`src/rtl/regfile_mem_sequencer.sv`:
```
// Block store/load sequencer between the 8-entry register file and data memory.
// Optional build macro REG7_XFER_EN: when defined, mask bit 7 (PC) is transferred too.
module regfile_mem_sequencer #(
  parameter int W = 32
) (
  input  logic         clk,
  input  logic         rst,
  input  logic         start,
  input  logic         dir,
  input  logic [7:0]   reg_mask,
  input  logic [W-1:0] base_addr,
  output logic         busy,
  output logic         done,
  output logic [W-1:0] end_addr,
  output logic [2:0]   rf_add,
  input  logic [W-1:0] rf_rdata,
  output logic         rf_we,
  output logic [W-1:0] rf_wdata,
  output logic         mem_req,
  output logic         mem_we,
  output logic [W-1:0] mem_addr,
  output logic [W-1:0] mem_wdata,
  input  logic         mem_ack,
  input  logic [W-1:0] mem_rdata
);

  typedef enum logic [1:0] {
    S_IDLE = 2'd0,
    S_REQ  = 2'd1,
    S_WB   = 2'd2,
    S_DONE = 2'd3
  } state_t;

`ifdef REG7_XFER_EN
  localparam logic [7:0] CAP_MASK = 8'hFF;
`else
  localparam logic [7:0] CAP_MASK = 8'h7F;
`endif

  function automatic logic [2:0] lowest_set(input logic [7:0] m);
    lowest_set = 3'd0;
    for (int i = 7; i >= 0; i--) begin
      if (m[i]) lowest_set = 3'(i);
    end
  endfunction

  state_t       state_r, state_s;
  logic [7:0]   mask_r, mask_s, cap_mask_s, left_s;
  logic         dir_r, dir_s;
  logic [W-1:0] addr_r, addr_s;
  logic [2:0]   idx_r, idx_s;
  logic [W-1:0] rdata_r, rdata_s;
  logic [W-1:0] end_r, end_s;
  logic         busy_r, busy_s, done_r, done_s;
  logic         mem_req_r, mem_req_s, mem_we_r, mem_we_s, rf_we_r, rf_we_s;

  // State and datapath registers; an async reset abandons any outstanding beat.
  always_ff @(posedge clk or negedge rst) begin
    if (!rst) begin
      state_r   <= S_IDLE;
      mask_r    <= 8'd0;
      dir_r     <= 1'b0;
      addr_r    <= '0;
      idx_r     <= 3'd0;
      rdata_r   <= '0;
      end_r     <= '0;
      busy_r    <= 1'b0;
      done_r    <= 1'b0;
      mem_req_r <= 1'b0;
      mem_we_r  <= 1'b0;
      rf_we_r   <= 1'b0;
    end else begin
      state_r   <= state_s;
      mask_r    <= mask_s;
      dir_r     <= dir_s;
      addr_r    <= addr_s;
      idx_r     <= idx_s;
      rdata_r   <= rdata_s;
      end_r     <= end_s;
      busy_r    <= busy_s;
      done_r    <= done_s;
      mem_req_r <= mem_req_s;
      mem_we_r  <= mem_we_s;
      rf_we_r   <= rf_we_s;
    end
  end

  // Next-state and datapath update: the mask shrinks one bit per accepted beat.
  always_comb begin
    state_s    = state_r;
    mask_s     = mask_r;
    dir_s      = dir_r;
    addr_s     = addr_r;
    idx_s      = idx_r;
    rdata_s    = rdata_r;
    end_s      = end_r;
    cap_mask_s = reg_mask & CAP_MASK;
    left_s     = mask_r & ~(8'd1 << idx_r);
    case (state_r)
      S_IDLE: begin
        if (start) begin
          mask_s  = cap_mask_s;
          dir_s   = dir;
          addr_s  = base_addr;
          idx_s   = lowest_set(cap_mask_s);
          state_s = (|cap_mask_s) ? S_REQ : S_DONE;
        end else begin
          state_s = S_IDLE;
        end
      end
      S_REQ: begin
        if (mem_ack) begin
          addr_s = addr_r + W'(32'd4);
          mask_s = left_s;
          if (dir_r) begin
            rdata_s = mem_rdata;
            state_s = S_WB;
          end else if (|left_s) begin
            idx_s   = lowest_set(left_s);
            state_s = S_REQ;
          end else begin
            state_s = S_DONE;
          end
        end else begin
          state_s = S_REQ;
        end
      end
      S_WB: begin
        if (|mask_r) begin
          idx_s   = lowest_set(mask_r);
          state_s = S_REQ;
        end else begin
          state_s = S_DONE;
        end
      end
      S_DONE:  state_s = S_IDLE;
      default: state_s = S_IDLE;
    endcase
    if (state_s == S_DONE) begin
      end_s = addr_s;
    end else begin
      end_s = end_r;
    end
  end

  // Output decode from the next state so every control output is registered.
  always_comb begin
    busy_s    = 1'b0;
    done_s    = 1'b0;
    mem_req_s = 1'b0;
    mem_we_s  = 1'b0;
    rf_we_s   = 1'b0;
    case (state_s)
      S_REQ: begin
        busy_s    = 1'b1;
        mem_req_s = 1'b1;
        mem_we_s  = ~dir_s;
      end
      S_WB: begin
        busy_s  = 1'b1;
        rf_we_s = 1'b1;
      end
      S_DONE:  done_s = 1'b1;
      default: busy_s = 1'b0;
    endcase
  end

  assign busy      = busy_r;
  assign done      = done_r;
  assign end_addr  = end_r;
  assign rf_add    = idx_r;
  assign rf_we     = rf_we_r;
  assign rf_wdata  = rdata_r;
  assign mem_req   = mem_req_r;
  assign mem_we    = mem_we_r;
  assign mem_addr  = addr_r;
  // Store data flows straight from the register file read port during a write beat.
  assign mem_wdata = (mem_req_r && mem_we_r) ? rf_rdata : '0;

endmodule

```
`config.mk`:
```
export PLATFORM = sky130hd
export DESIGN_NAME = regfile_mem_sequencer
export DESIGN_NICKNAME = d
export VERILOG_FILES = /design/src/rtl/regfile_mem_sequencer.sv
export SDC_FILE = /design/constraint.sdc
export NUM_CORES = 1
export LEC_CHECK = 0
export BUFFER_PORTS_ARGS = -buffer_cell sky130_fd_sc_hd__buf_2
export CAP_MARGIN = 20
export CORE_UTILIZATION = 50
export CTS_CLUSTER_DIAMETER = 80
export DETAILED_ROUTE_END_ITERATION = 6
export PLACE_DENSITY = 0.89
export SLEW_MARGIN = 10
export SYNTH_ARGS = -nofsm -noshare
export SYNTH_HDL_FRONTEND = slang
export SYNTH_SLANG_ARGS = --single-unit
```
`constraint.sdc`:
```
create_clock -name clk -period 4.35 [get_ports clk]
set_input_delay 0 -clock clk [delete_from_list [all_inputs] [get_ports clk]]
set_output_delay 0 -clock clk [all_outputs]
set_load 0.01 [all_outputs]
```
=== Yosys cells after proc, flatten, opt, wreduce, memory -nomap -nowiden ===
Cells that the tools add are included.

* Shift operators: 1
* $lt $le $gt $ge: 0
* Multiply operators: 0
* Reductions and logical operators: 11
* Div/mod/pow operators: 0
* Mux-type cells: 50
* Bitwise gates (word level): 3
* $add $sub $neg: 1
* Equal/unequal tests: 11

{| class="wikitable"
|+ Operators with widths
! kind !! number
|-
| 2-to-1 mux 32 bit || 3
|-
| 2-to-1 mux 3 bit || 28
|-
| one-hot mux 32 bit (2 select lines) || 1
|-
| adder 32 x 3 -> 32 bit (second input constant) || 1
|-
| 2-to-1 mux 8 bit || 2
|-
| one-hot mux 8 bit (2 select lines) || 1
|-
| OR reduction 8 bit || 2
|-
| 2-to-1 mux 2 bit || 6
|-
| inequality test 2 bit (second input constant) || 5
|-
| one-hot mux 3 bit (3 select lines) || 1
|-
| bitwise AND 8 bit || 1
|-
| equality test 2 bit (second input constant) || 4
|-
| inverter 8 bit || 1
|-
| one-hot mux 2 bit (4 select lines) || 1
|-
| left shift 1 x 3 -> 8 bit (first input constant) || 1
|-
| 2-to-1 mux 1 bit || 7
|-
| OR reduction 7 bit || 1
|-
| AND reduction 3 bit || 2
|-
| AND reduction 6 bit || 1
|-
| equality test 2 x 1 -> 1 bit (second input constant) || 2
|-
| nonzero test 3 bit || 1
|-
| logical NOT 2 bit || 1
|-
| nonzero test 2 bit || 1
|-
| OR reduction 2 bit || 1
|-
| other kinds (2) || 2
|}

* Memories kept: 0
* ROM bits: 0
* RAM bits: 0
* Input port bits: 109
* Logic and storage cells: 89
* Output and inout bits: 136
* Register bits: 115
* Bits in latches: 0

=== Logic depth before layout (Yosys ltp) ===
Gate-level depths: netlist of run 1.

* Depth in word-level cells: 15
* Mapped depth: 14
* Mapped depth without buffers: 12

=== Least setup slack after synthesis of run 1 ===
No wires, ideal clock.

* Path type: flip-flop to flip-flop
* Start: reg idx_r[2], in the netlist rf_add[2]
* End: reg end_r[10], in the netlist end_addr[10]
* Setup time: 0.125 ns
* Data required time: 4.225 ns
* Data arrival time: 3.095 ns
* Clock period less this slack: 3.220 ns
* Buffers on the path: 3
* Slack: 1.130 ns
* Stages on the path, launching flop included: 11
* Path through: dfrtp_1 > buf_6 > or3b_2 > o22ai_1 > nor4b_4 > o21ai_0 > o21ai_0 > ha_1 > clkbuf_1 > clkbuf_1 > mux2_2

* Longest elaborated chain between the ends: 9

{| class="wikitable"
|+ RTL lines
! item !! line !! RTL
|-
| from (decl) || 51 || <nowiki>logic [2:0] idx_r, idx_s;</nowiki>
|-
| from (signal assigned) || 77 || <nowiki>idx_r <= idx_s;</nowiki>
|-
| left shift 1 x 3 -> 8 bit || 98 || <nowiki>left_s = mask_r & ~(8'd1 << idx_r);</nowiki>
|-
| inverter 8 bit || 98 ||
|-
| bitwise AND 8 bit || 98 ||
|-
| OR reduction 8 bit || 118 || <nowiki>end else if (|left_s) begin</nowiki>
|-
| 2-to-1 mux 2 bit || 118 ||
|-
| 2-to-1 mux 2 bit || 115 || <nowiki>if (dir_r) begin</nowiki>
|-
| 2-to-1 mux 2 bit || 112 || <nowiki>if (mem_ack) begin</nowiki>
|-
| one-hot mux 2 bit (4 select lines) || 99 || <nowiki>case (state_r)</nowiki>
|-
| net state_s[1] || 47 || <nowiki>state_t state_r, state_s;</nowiki>
|-
| equality test 2 bit || 139 || <nowiki>if (state_s == S_DONE) begin</nowiki>
|-
| to (signal assigned) || 79 || <nowiki>end_r <= end_s;</nowiki>
|-
| to (decl) || 53 || <nowiki>logic [W-1:0] end_r, end_s;</nowiki>
|}

The timed path passes the listed nets, and every way through them passes these cells.
A chain may end at the register's enable or synchronous reset.

=== Worst setup path after layout of run 1 ===
* Start: reg idx_r[2], in the netlist rf_add[2]
* End: reg end_r[22], in the netlist end_addr[22]

The elaborated chain is that of the path after synthesis.

==> tab_implementation.tex, run 1 <==
\begin{tabular}{lr}
\hline
Metric & Value \\
\hline
\multicolumn{2}{l}{\textbf{Clock tree}} \\
\quad Htree depth & 4 \\
\quad Number of clock sinks seen by CTS & 115 \\
\quad Setup fix buffers added after clock tree synthesis & 0 \\
\quad Post-CTS clock slew at the launch and capture registers of the worst setup and hold paths & 0.06 ns \\
\quad Clock Root Buffer & clkbuf\_16 \\
\quad TritonCTS clock tree & yes \\
\quad Worst-case clock buffer depth & 2 \\
\quad Worst-Skew Late Latency & 0.42 ns \\
\quad Number of buffers inserted during clock tree synthesis & 17 \\
\multicolumn{2}{l}{\textbf{Timing}} \\
\quad Highest clock frequency the design can meet & 283 MHz \\
\quad Setup violations, final & 0 \\
\quad Part of the cycle the worst path needs & 0.813 \\
\quad Count of final hold-check violations & 0 \\
\quad Count of pins over their slew limit & 0 \\
\quad Minimum period implied by the final worst setup slack & 3.53 ns \\
\quad Setup Total Neg Slack & 0 ns \\
\quad Worst-Margin Slew & 0.897 ns \\
\quad Setup repair after global routing missed its margin & false \\
\quad Relative slew slack & 0.402 \\
\quad Setup clock skew after layout & 0.0127 ns \\
\multicolumn{2}{l}{\textbf{Flow run}} \\
\quad Maximum Capacitance Violations & 0 \\
\multicolumn{2}{l}{\textbf{Layout}} \\
\quad FF+latch area & 2880 um\^{}2 \\
\quad Most frequent cells in the layout & buf\_2, dfrtp\_1, nand2\_1, dlygate4sd3\_1, mux2\_2 \\
\quad Number of fill cells & 828 \\
\quad Most common cell after layout, fill and taps aside & buf\_2 \\
\quad Post-route standard cell area excluding fillers & 8950 um\^{}2 \\
\quad Final layout net count & 1052 \\
\quad Area occupied by multi-input gates & 3210 um\^{}2 \\
\quad Proportion of layout cells with a drive suffix above 1 & 0.381 \\
\quad Synthesis-to-finish area growth & 40.1\% \\
\multicolumn{2}{l}{\textbf{Pwr}} \\
\quad P per Cell Area & 762 nW/um\^{}2 \\
\quad Peak VDD IR & 0.466 mV \\
\quad Leakage power figure & 4.33 nW \\
\multicolumn{2}{l}{\textbf{Critical path}} \\
\quad Type of the worst setup path & flop to flop \\
\quad WP data required & 4.62 ns \\
\quad Category of the worst setup path launch point & flop \\
\quad Signal arrival time at the worst endpoint & 3.81 ns \\
\quad Type of destination of the critical path & flop \\
\quad Worst-path fanout max & 19 \\
\quad Slowest cell on the critical path & dfrtp\_1 \\
\quad Cell-by-cell trace of the critical path & or4b\_4 -> o211a\_4 -> nor4b\_4 -> o21ai\_0 -> o21ai\_0 -> ha\_2 -> inv\_1 -> a221oi\_1 -> o22ai\_1 \\
\quad Most common cell on crit path & o21ai\_0 \\
\quad Largest incremental delay on the critical path & 0.64 ns \\
\quad Worst reg2reg path depth & 9 \\
\multicolumn{2}{l}{\textbf{Drt}} \\
\quad DRC marker count from the first detailed-route iteration & 632 \\
\quad DR vias & 6593 \\
\quad Number of search-and-repair iterations in the first detailed-routing pass & 6 \\
\quad Post-detailed-route via-to-cell ratio & 5.90 \\
\quad Final routed wirelength across all metal layers & 22900 um \\
\quad Post-route antenna net violation count & 0 \\
\quad Average detailed-routed wire length per instance & 20.5 um \\
\quad Residual DRC count & 0 \\
\multicolumn{2}{l}{\textbf{Die}} \\
\quad Core Box Area & 12200 um\^{}2 \\
\quad Initial core utilization & 0.523 \\
\quad Die width & 115 um \\
\quad Die Footprint & 13200 um\^{}2 \\
\quad Number of rows created at floorplan & 40 \\
\quad Total I/O pin count & 245 \\
\quad Vert. Die Dim & 115 um \\
\multicolumn{2}{l}{\textbf{Min path}} \\
\quad Class of the tightest hold or removal check & input pin to flop \\
\quad Hold-critical path depth & 4 \\
\multicolumn{2}{l}{\textbf{Global routing}} \\
\quad Pin count of the biggest net entering global routing & 72 \\
\quad Global routing usage summed across all routing layers & 0.353 \\
\quad GRT Residual Overflow & 0 \\
\quad Antenna violations before repair & 3 \\
\quad First-pass GRT wire length & 34900 um \\
\quad Via count of the first global-routing pass & 6433 \\
\multicolumn{2}{l}{\textbf{Placed design}} \\
\quad Hpwl dp & 14600 um \\
\quad \# port buffers & 243 \\
\quad Area after detailed placement & 7660 um\^{}2 \\
\quad Last weighted congestion value of the routability-driven placer & 0.923 \\
\multicolumn{2}{l}{\textbf{Synth}} \\
\quad Netlist area before placement & 6390 um\^{}2 \\
\quad Main synth FF type & dfrtp\_1 \\
\quad Mean cell area of the mapped netlist & 10.0 um\^{}2 \\
\quad Post-synth EDFFs & 0 \\
\quad Share of synthesized registers carrying an async set or reset & 1.00 \\
\quad Warnings, synthesis & 0 \\
\quad Number of synthesized register bits & 115 \\
\quad Share of synthesized area occupied by flip-flops and latches & 0.451 \\
\quad Instance count of the mapped netlist & 639 \\
\quad Number of unique standard cell types used by synthesis & 74 \\
\quad Post-synthesis net count & 756 \\
\multicolumn{2}{l}{\textbf{Status}} \\
\quad Run status & finished, final reports clean \\
\hline
\end{tabular}
-- state kept, by name, indices dropped and copies added, names as in the netlist --
register	cells
mem_addr	32
mem_req	1
dir_r	1
end_addr	32
rf_we	1
state_r	2
done	1
busy	1
mem_we	1
mask_r	8
rf_add	3
rf_wdata	32
-- synth_stat cells (all sizes together), types with 5 or more instances --
master,instances,area share
dfrtp,115,0.45
a31oi,13,0.013
o211ai,7,0.0082
ha,8,0.016
a41oi,5,0.0069
nor3b,5,0.0059
nand4,10,0.012
and3,41,0.040
nor3,15,0.012
o21ai,43,0.034
a22oi,7,0.0082
mux2,61,0.11
a22o,6,0.0082
nand2,73,0.043
nor4,7,0.0088
nor4b,5,0.012
clkbuf,30,0.026
nor2,27,0.016
buf,13,0.011
mux2i,7,0.011
nand3,26,0.020
xor2,5,0.0069
inv,18,0.011
a21oi,14,0.011
-- cell type report --
type	instances	share of cell area
multi-input combinational	463	0.359
sequential	115	0.322
timing repair buffer	320	0.220
clock buffer	20	0.0510
tap	168	0.0235
clock inverter	12	0.0175
inverter	18	0.00755
antenna	2	0.000559
-- power by group --
group	total [mW]	switching, mW	internal, mW
clock	1.45	0.522	0.931
combinational	3.13	1.77	1.36
sequential	2.23	0.632	1.60
-- path summary, 6_finish.rpt --
kind                                      to         start  slack (ns)
worst min register to register  rf_wdata[26]  rf_wdata[26]        0.50
worst max register to register  end_addr[22]     rf_add[2]        0.82
worst min-delay path             mem_addr[5]  base_addr[5]        0.02
max in group asynchronous        end_addr[9]           rst        2.93
worst max-delay path            end_addr[22]     rf_add[2]        0.82
min in group asynchronous       end_addr[18]           rst        0.27
-- per-stage QoR --
step	utilization	total power, mW	instances	setup WS (ns)	hold WS [ns]
after floorplan	-	4.02	639	1.13	-0.296
after global placement	0.627	5.07	1017	0.939	0.169
after detailed placement	0.627	5.17	1017	0.883	0.171
after CTS	0.732	6.70	1116	0.852	0.0000839
after global routing	0.733	7.19	1118	0.546	0.0178
final	0.733	6.82	1118	0.815	0.0151
-- cell families after synthesis --
kind of cell	after synthesis	share of synthesized area
xor gates and xnor gates	9	0.0123
buffers and inverters	61	0.0472
adders and majority gates	8	0.0157
muxes	68	0.119
DFF	115	0.451
AOI/OAI and AO/OA	139	0.149
and+or+nand+nor	239	0.206
-- critical path: cells and delay by family, from the launching register on --
kind / cells / cell delay [ns]
AOI/OAI and AO/OA: 5 / 1.15
adders and majority gates: 1 / 0.50
buffers and inverters: 1 / 0.23
DFF: 1 / 0.64
and+or+nand+nor: 2 / 0.87
-- timing repair --
| action | in CTS | in global routing |
|---|---|---|
| hold buffers | 67 | 0 |
| resized for setup | 0 | 0 |
| endpoints found under the hold margin | 152 | 0 |
-- layer usage --
| layer | part of all wire | GRT usage | vias to the layer above |
|---|---|---|---|
| met3 | 0.093 | 0.111 | 86 |
| li1 | - | - | 2954 |
| met5 | 0.00057 | 0 | - |
| met4 | 0.047 | 0.190 | 2 |
| met1 | 0.36 | 0.404 | 3145 |
| met2 | 0.50 | 0.591 | 406 |
Note: power is estimated with default switching activity, not from simulation.
==> run 2, diff against run 1 <==
clock period = 3.7 ns   (was 4.35 ns; I/O delays follow)
==> run 2 against run 1 <==
The run now ends with negative hold slack left. First-iteration DRC count rose by 9.3%. Sequential share of layout area fell by 0.081 points. Largest power group unchanged. Critical endpoint is now end_addr[10]. Via count fell by 0.35%. Hold slack got worse by 0.019 ns. Highest routed layer is now met4. Final cell count rose by 0.36%.
==> tab_implementation.tex, run 2 (synthesis results as in run 1) <==
\begin{tabular}{lr}
\hline
Metric & Value \\
\hline
\multicolumn{2}{l}{\textbf{Status}} \\
\quad Run status & complete, but fails checks \\
\quad Violations in the final reports & negative hold slack \\
\multicolumn{2}{l}{\textbf{Global routing}} \\
\quad Global routing met2 resource utilization & 0.585 \\
\quad Global routing usage summed across all routing layers & 0.347 \\
\quad Via count of the first global-routing pass & 6383 \\
\quad Layer with the highest usage after global routing & met2 \\
\quad Antenna violations before repair & 2 \\
\quad First-pass GRT wire length & 34300 um \\
\quad GR met3 Demand/Resource & 0.0928 \\
\quad Pin count of the biggest net entering global routing & 84 \\
\quad GRT Residual Overflow & 0 \\
\quad Met1 Track Usage GR & 0.409 \\
\multicolumn{2}{l}{\textbf{Timing}} \\
\quad Minimum period implied by the final worst setup slack & 3.29 ns \\
\quad Setup violations, final & 0 \\
\quad Count of pins over their slew limit & 0 \\
\quad Setup repair after global routing missed its margin & false \\
\quad Setup clock skew after layout & 0.00836 ns \\
\quad Worst-Margin Slew & 0.894 ns \\
\quad Part of the cycle the worst path needs & 0.890 \\
\quad Count of final hold-check violations & 14 \\
\quad Worst hold slack after final layout & -0.00379 ns \\
\quad Setup Total Neg Slack & 0 ns \\
\quad Highest clock frequency the design can meet & 304 MHz \\
\quad Relative slew slack & 0.387 \\
\multicolumn{2}{l}{\textbf{Layout}} \\
\quad Cell Count, Final, Fillers Out & 1122 \\
\quad Final layout net count & 1056 \\
\quad Proportion of layout cells with a drive suffix above 1 & 0.380 \\
\quad Most common cell after layout, fill and taps aside & buf\_2 \\
\quad Synthesis-to-finish area growth & 40.5\% \\
\quad Post-Route Utilization & 0.735 \\
\quad Most frequent cells in the layout & buf\_2, dfrtp\_1, nand2\_1, dlygate4sd3\_1, mux2\_2 \\
\multicolumn{2}{l}{\textbf{Drt}} \\
\quad Average detailed-routed wire length per instance & 20.1 um \\
\quad Post-detailed-route via-to-cell ratio & 5.86 \\
\quad Post-route antenna net violation count & 0 \\
\quad Final routed wirelength across all metal layers & 22600 um \\
\quad Residual DRC count & 0 \\
\quad DR vias & 6570 \\
\quad DRC marker count from the first detailed-route iteration & 691 \\
\quad Number of search-and-repair iterations in the first detailed-routing pass & 5 \\
\multicolumn{2}{l}{\textbf{Clock tree}} \\
\quad Worst-case clock buffer depth & 2 \\
\quad Hold bufs inserted after CTS & 69 \\
\quad Setup fix buffers added after clock tree synthesis & 0 \\
\quad Worst-Skew Late Latency & 0.42 ns \\
\quad Htree depth & 4 \\
\quad Post-CTS clock slew at the launch and capture registers of the worst setup and hold paths & 0.05 ns \\
\quad TritonCTS clock tree & yes \\
\quad Number of buffers inserted during clock tree synthesis & 17 \\
\quad Clock Root Buffer & clkbuf\_16 \\
\quad Number of clock sinks seen by CTS & 115 \\
\quad Count of cells resized by post-cts repair & 0 \\
\multicolumn{2}{l}{\textbf{Die}} \\
\quad Die width & 115 um \\
\quad Vert. Die Dim & 115 um \\
\quad Die Footprint & 13200 um\^{}2 \\
\quad Total I/O pin count & 245 \\
\quad Initial core utilization & 0.523 \\
\quad Number of rows created at floorplan & 40 \\
\quad Core Box Area & 12200 um\^{}2 \\
\multicolumn{2}{l}{\textbf{Min path}} \\
\quad Class of the tightest hold or removal check & input pin to asynchronous set/reset pin \\
\multicolumn{2}{l}{\textbf{Critical path}} \\
\quad Type of the worst setup path & flop to flop \\
\quad WP data required & 3.99 ns \\
\quad Cell-by-cell trace of the critical path & or3b\_2 -> o22ai\_1 -> nor4b\_4 -> o21ai\_0 -> o21ai\_0 -> ha\_2 -> buf\_4 -> mux2\_2 \\
\quad Type of destination of the critical path & flop \\
\quad Most common cell on crit path & o21ai\_0 \\
\quad Category of the worst setup path launch point & flop \\
\quad Slowest cell on the critical path & dfrtp\_1 \\
\quad Signal arrival time at the worst endpoint & 3.59 ns \\
\quad Largest incremental delay on the critical path & 0.65 ns \\
\quad Worst-path fanout max & 19 \\
\multicolumn{2}{l}{\textbf{Placed design}} \\
\quad \# port buffers & 243 \\
\quad Last weighted congestion value of the routability-driven placer & 0.882 \\
\quad Hpwl dp & 14300 um \\
\quad Cell Count Post-Placement & 1018 \\
\multicolumn{2}{l}{\textbf{Flow run}} \\
\quad Maximum Capacitance Violations & 0 \\
\multicolumn{2}{l}{\textbf{Pwr}} \\
\quad P per Cell Area & 883 nW/um\^{}2 \\
\quad Leakage power figure & 4.36 nW \\
\quad Peak VDD IR & 0.517 mV \\
\hline
\end{tabular}
[run 2: final cells by class]
type	instances	area, um^2
Sequential cell	115	2880
Clock buffer	22	474
Tap cell	168	210
Inverter	18	67.6
Timing Repair Buffer	324	2020
Clock inverter	10	106
Fill cell	850	3240
Multi-Input combinational cell	463	3210
Antenna cell	2	5.00
[run 2: report_power, final]
| part | total (mW) | switching (mW) | leakage, nW | internal, mW |
|---|---|---|---|---|
| registers | 2.63 | 0.749 | 1.38 | 1.88 |
| clock network | 1.62 | 0.582 | 0.289 | 1.04 |
| logic | 3.67 | 2.07 | 2.69 | 1.60 |
[run 2: metal layers]
metal	vias up	wire length, um	share of wire
met4	0	1080	0.048
met3	99	2020	0.090
met2	452	11100	0.49
met5	-	0	0
met1	3062	8360	0.37
li1	2957	-	-
[run 2: critical path: cells and delay by family (launching register included)]
family                   cells  cell delay, ns
AO/OA/AOI/OAI                3            0.63
adder cells (fa/ha/maj)      1            0.36
buffers and inverters        1            0.31
flip-flops                   1            0.65
multiplexers                 1            0.38
AND/OR/NAND/NOR              2            0.84
[run 2: path summary, 6_finish.rpt]
path	from	to	slack, ns	cells past startpoint
min	rst	end_addr[18]	-0.004	2
max in group asynchronous	rst	rf_wdata[18]	2.66	4
min reg2reg	end_addr[13]	end_addr[13]	0.49	1
max reg2reg	rf_add[0]	end_addr[10]	0.41	8
min in group clk	base_addr[10]	mem_addr[10]	0.03	4
max	rf_add[0]	end_addr[10]	0.41	8
[run 2: through the flow]
step	power, mW	instance area [um^2]	setup slack [ns]	hold slack, ns
after floorplan	4.72	6390	0.480	-0.296
after detailed placement	6.06	7670	0.499	0.216
final	7.92	8970	0.406	-0.00379
after CTS	7.77	8940	0.464	0.00723
after global placement	5.95	7670	0.543	0.208
after global routing	8.36	8970	0.273	0.0215
==> run 3, diff against run 2 <==
ABC_AREA = 1   (was default)
CORE_UTILIZATION = 49   (was 50)
==> run 3 against run 2 <==
The run now ends clean. Hold slack improved by 0.039 ns. First-iteration DRC count decreased by 35%. Sequential power fell by 5%. Clock skew increased by 0.0018 ns. Largest power group unchanged. Highest routed layer unchanged.
==> tab_implementation.tex, run 3 <==
\begin{tabular}{lr}
\hline
Metric & Value \\
\hline
\multicolumn{2}{l}{\textbf{Synth}} \\
\quad Main combinational cell family by area after synthesis & simple AND/OR/NAND/NOR gates \\
\quad Adder-Cell Fraction of Synth Area & 0.0165 \\
\quad Share of cell area taken by muxes after synthesis & 0.0594 \\
\quad Cell taking the most area after synthesis & dfrtp\_1 \\
\quad Share of the synthesized area in the top cell type & 0.475 \\
\quad Share of synthesized area occupied by flip-flops and latches & 0.475 \\
\quad Main synth FF type & dfrtp\_1 \\
\quad Leading cell types by total area after synthesis & dfrtp\_1, nand2\_1, mux2\_2 \\
\quad Number of synthesized register bits & 115 \\
\quad Leading cell type by number of instances after synthesis & nand2\_1 \\
\quad Most frequent cells after synthesis & nand2\_1, dfrtp\_1, inv\_1, nor2\_1, nand3\_1 \\
\quad Number of unique standard cell types used by synthesis & 32 \\
\quad Share of the synthesized netlist area taken by xor and xnor gates & 0.0116 \\
\quad Netlist area before placement & 6060 um\^{}2 \\
\quad Warnings, synthesis & 0 \\
\quad Simple-gate share of the synthesized area & 0.258 \\
\quad Share of synthesized registers carrying an async set or reset & 1.00 \\
\quad Complex-gate fraction of the synthesized area & 0.0982 \\
\quad Mean cell area of the mapped netlist & 8.01 um\^{}2 \\
\quad Post-synth EDFFs & 0 \\
\quad Post-synthesis net count & 874 \\
\quad Instance count of the mapped netlist & 757 \\
\multicolumn{2}{l}{\textbf{Pwr}} \\
\quad Switching fraction of total power & 0.427 \\
\quad Proportion of power drawn by combinational gates & 0.447 \\
\quad Sequential cell fraction of total power & 0.334 \\
\quad Leakage power figure & 4.74 nW \\
\quad Internal Pwr Total & 4.27 mW \\
\quad Clock network fraction of design power & 0.220 \\
\quad Peak VDD IR & 0.516 mV \\
\quad Sw power & 3.19 mW \\
\quad P per Cell Area & 856 nW/um\^{}2 \\
\multicolumn{2}{l}{\textbf{Critical path}} \\
\quad Category of the worst setup path launch point & flop \\
\quad Signal arrival time at the worst endpoint & 3.24 ns \\
\quad WP data required & 4.04 ns \\
\quad Most common cell on crit path & inv\_1 \\
\quad Type of the worst setup path & flop to flop \\
\quad Slowest cell on the critical path & dlygate4sd3\_1 \\
\quad Worst reg-to-reg setup slack & 0.80 ns \\
\quad Largest incremental delay on the critical path & 0.60 ns \\
\quad Worst-path fanout max & 23 \\
\quad Beginning of the worst register-to-register path & state\_r[1] \\
\quad CP startpoint & state\_r[1] \\
\quad Cell-by-cell trace of the critical path & inv\_1 -> ha\_1 -> buf\_4 -> inv\_1 -> nor2\_1 -> inv\_1 -> nand2\_1 -> nand2\_1 -> o211ai\_1 -> dlygate4sd3\_1 \\
\quad Worst reg2reg path depth & 10 \\
\quad Destination of the worst register-to-register timing path & mem\_addr[2] \\
\quad Type of destination of the critical path & flop \\
\multicolumn{2}{l}{\textbf{Timing}} \\
\quad Part of the cycle the worst path needs & 0.783 \\
\quad Count of pins over their slew limit & 0 \\
\quad Setup repair after global routing missed its margin & false \\
\quad Worst-Margin Slew & 0.929 ns \\
\quad Highest clock frequency the design can meet & 345 MHz \\
\quad Setup clock skew after layout & 0.0102 ns \\
\quad Setup Total Neg Slack & 0 ns \\
\quad Setup violations, final & 0 \\
\quad Relative slew slack & 0.379 \\
\quad Worst hold slack after final layout & 0.0353 ns \\
\quad Count of final hold-check violations & 0 \\
\quad Minimum period implied by the final worst setup slack & 2.90 ns \\
\multicolumn{2}{l}{\textbf{Layout}} \\
\quad Proportion of layout cells with a drive suffix above 1 & 0.303 \\
\quad FF+latch area & 2880 um\^{}2 \\
\quad Most frequent cells in the layout & buf\_2, nand2\_1, dfrtp\_1, inv\_1, nor2\_1 \\
\quad Final layout net count & 1189 \\
\quad Most common cell after layout, fill and taps aside & buf\_2 \\
\quad Cell Count, Final, Fillers Out & 1232 \\
\quad Number of fill cells & 914 \\
\quad Post-route standard cell area excluding fillers & 8710 um\^{}2 \\
\quad Area occupied by multi-input gates & 2690 um\^{}2 \\
\quad Synthesis-to-finish area growth & 43.8\% \\
\multicolumn{2}{l}{\textbf{Die}} \\
\quad Die width & 113 um \\
\quad Number of rows created at floorplan & 40 \\
\quad Total I/O pin count & 245 \\
\quad Vert. Die Dim & 113 um \\
\quad Die Footprint & 12800 um\^{}2 \\
\quad Core Box Area & 12000 um\^{}2 \\
\quad Initial core utilization & 0.505 \\
\multicolumn{2}{l}{\textbf{Clock tree}} \\
\quad Worst-case clock buffer depth & 2 \\
\quad TritonCTS clock tree & yes \\
\quad Clock Root Buffer & clkbuf\_16 \\
\quad Htree depth & 4 \\
\quad Number of buffers inserted during clock tree synthesis & 17 \\
\quad Count of cells resized by post-cts repair & 0 \\
\quad Worst-Skew Late Latency & 0.41 ns \\
\quad Number of clock sinks seen by CTS & 115 \\
\quad Post-CTS clock slew at the launch and capture registers of the worst setup and hold paths & 0.05 ns \\
\multicolumn{2}{l}{\textbf{Drt}} \\
\quad Number of search-and-repair iterations in the first detailed-routing pass & 5 \\
\quad Residual DRC count & 0 \\
\quad Post-detailed-route via-to-cell ratio & 5.31 \\
\quad Post-route antenna net violation count & 0 \\
\quad DRC marker count from the first detailed-route iteration & 447 \\
\quad Final routed wirelength across all metal layers & 20000 um \\
\quad Average detailed-routed wire length per instance & 16.2 um \\
\quad DR vias & 6539 \\
\multicolumn{2}{l}{\textbf{Min path}} \\
\quad Source of the worst hold timing path & reg\_mask[1] \\
\quad Hold Path Sink & rf\_add[1] \\
\quad Hold-critical path depth & 6 \\
\quad Class of the tightest hold or removal check & input pin to flop \\
\multicolumn{2}{l}{\textbf{Global routing}} \\
\quad Via count of the first global-routing pass & 6332 \\
\quad First-pass GRT wire length & 31100 um \\
\quad Pin count of the biggest net entering global routing & 56 \\
\quad GRT Residual Overflow & 0 \\
\quad Global routing usage summed across all routing layers & 0.319 \\
\quad Antenna violations before repair & 1 \\
\multicolumn{2}{l}{\textbf{Placed design}} \\
\quad Hpwl dp & 13500 um \\
\quad \# port buffers & 243 \\
\quad Cell Count Post-Placement & 1127 \\
\quad Last weighted congestion value of the routability-driven placer & 0.933 \\
\quad Area after detailed placement & 7390 um\^{}2 \\
\multicolumn{2}{l}{\textbf{Status}} \\
\quad Run status & finished, final reports clean \\
\multicolumn{2}{l}{\textbf{Flow run}} \\
\quad Maximum Capacitance Violations & 0 \\
\hline
\end{tabular}
-- run 3: per-layer routing --
metal | global-route usage | vias up | wire, um
met1 | 0.340 | 3045 | 7250
met4 | 0.186 | 0 | 913
met2 | 0.571 | 349 | 10300
li1 | - | 3082 | -
met5 | 0 | - | 0
met3 | 0.0803 | 63 | 1500
-- run 3: repair_timing --
action	in CTS	in global routing
setup buffers	0	0
setup endpoints to repair	0	0
endpoints found under the hold margin	153	0
hold buffers	73	0
-- run 3: metrics by stage --
| step | utilization | power (mW) | setup WS (ns) |
|---|---|---|---|
| finish | 0.726 | 7.46 | 0.802 |
| global placement | 0.615 | 5.54 | 0.995 |
| global route | 0.726 | 7.97 | 0.613 |
| CTS | 0.725 | 7.40 | 0.855 |
| floorplan | - | 4.39 | 1.43 |
| detailed placement | 0.615 | 5.66 | 0.987 |
-- run 3: cells by family after synthesis --
logic type                 count (synthesis)
xor gates and xnor gates                   8
buffers and inverters                    126
DFF                                      115
adders and majority gates                  8
and+or+nand+nor                          372
AOI/OAI and AO/OA                         96
muxes                                     32
-- run 3: power by group through the flow --
stage	Combinational [mW]	Clock, mW	Sequential (mW)
2_1_floorplan	1.79	0	2.60
3_3_place_gp	3.11	0	2.43
3_5_place_dp	3.20	0	2.46
4_1_cts	3.29	1.65	2.46
5_1_grt	3.69	1.73	2.56
6_report	3.33	1.64	2.49
-- run 3: worst max-delay path by stage --
stage | end | cells past startpoint | slack (ns)
finish | mem_addr[2] | 10 | 0.80
global route | mem_addr[2] | 10 | 0.61
CTS | mem_addr[2] | 10 | 0.86
detailed placement | end_addr[3] | 11 | 0.99
global placement | end_addr[3] | 11 | 1.0
floorplan | end_addr[7] | 16 | 1.43
-- run 3: area by class of cell --
class,instances,area share
tap,147,0.0211
antenna,1,0.000287
timing repair buffer,322,0.229
clock buffer,20,0.0524
sequential,115,0.330
multi-input combinational,516,0.309
clock inverter,11,0.0154
inverter,100,0.0431
-- run 3: worst max-delay path: cells and delay by family, from the launching register on --
| family | cells | cell delay (ns) |
|---|---|---|
| AO/OA/AOI/OAI | 1 | 0.11 |
| adder cells (fa/ha/maj) | 1 | 0.48 |
| buffers and inverters | 5 | 1.45 |
| flip-flops | 1 | 0.38 |
| AND/OR/NAND/NOR | 3 | 0.42 |
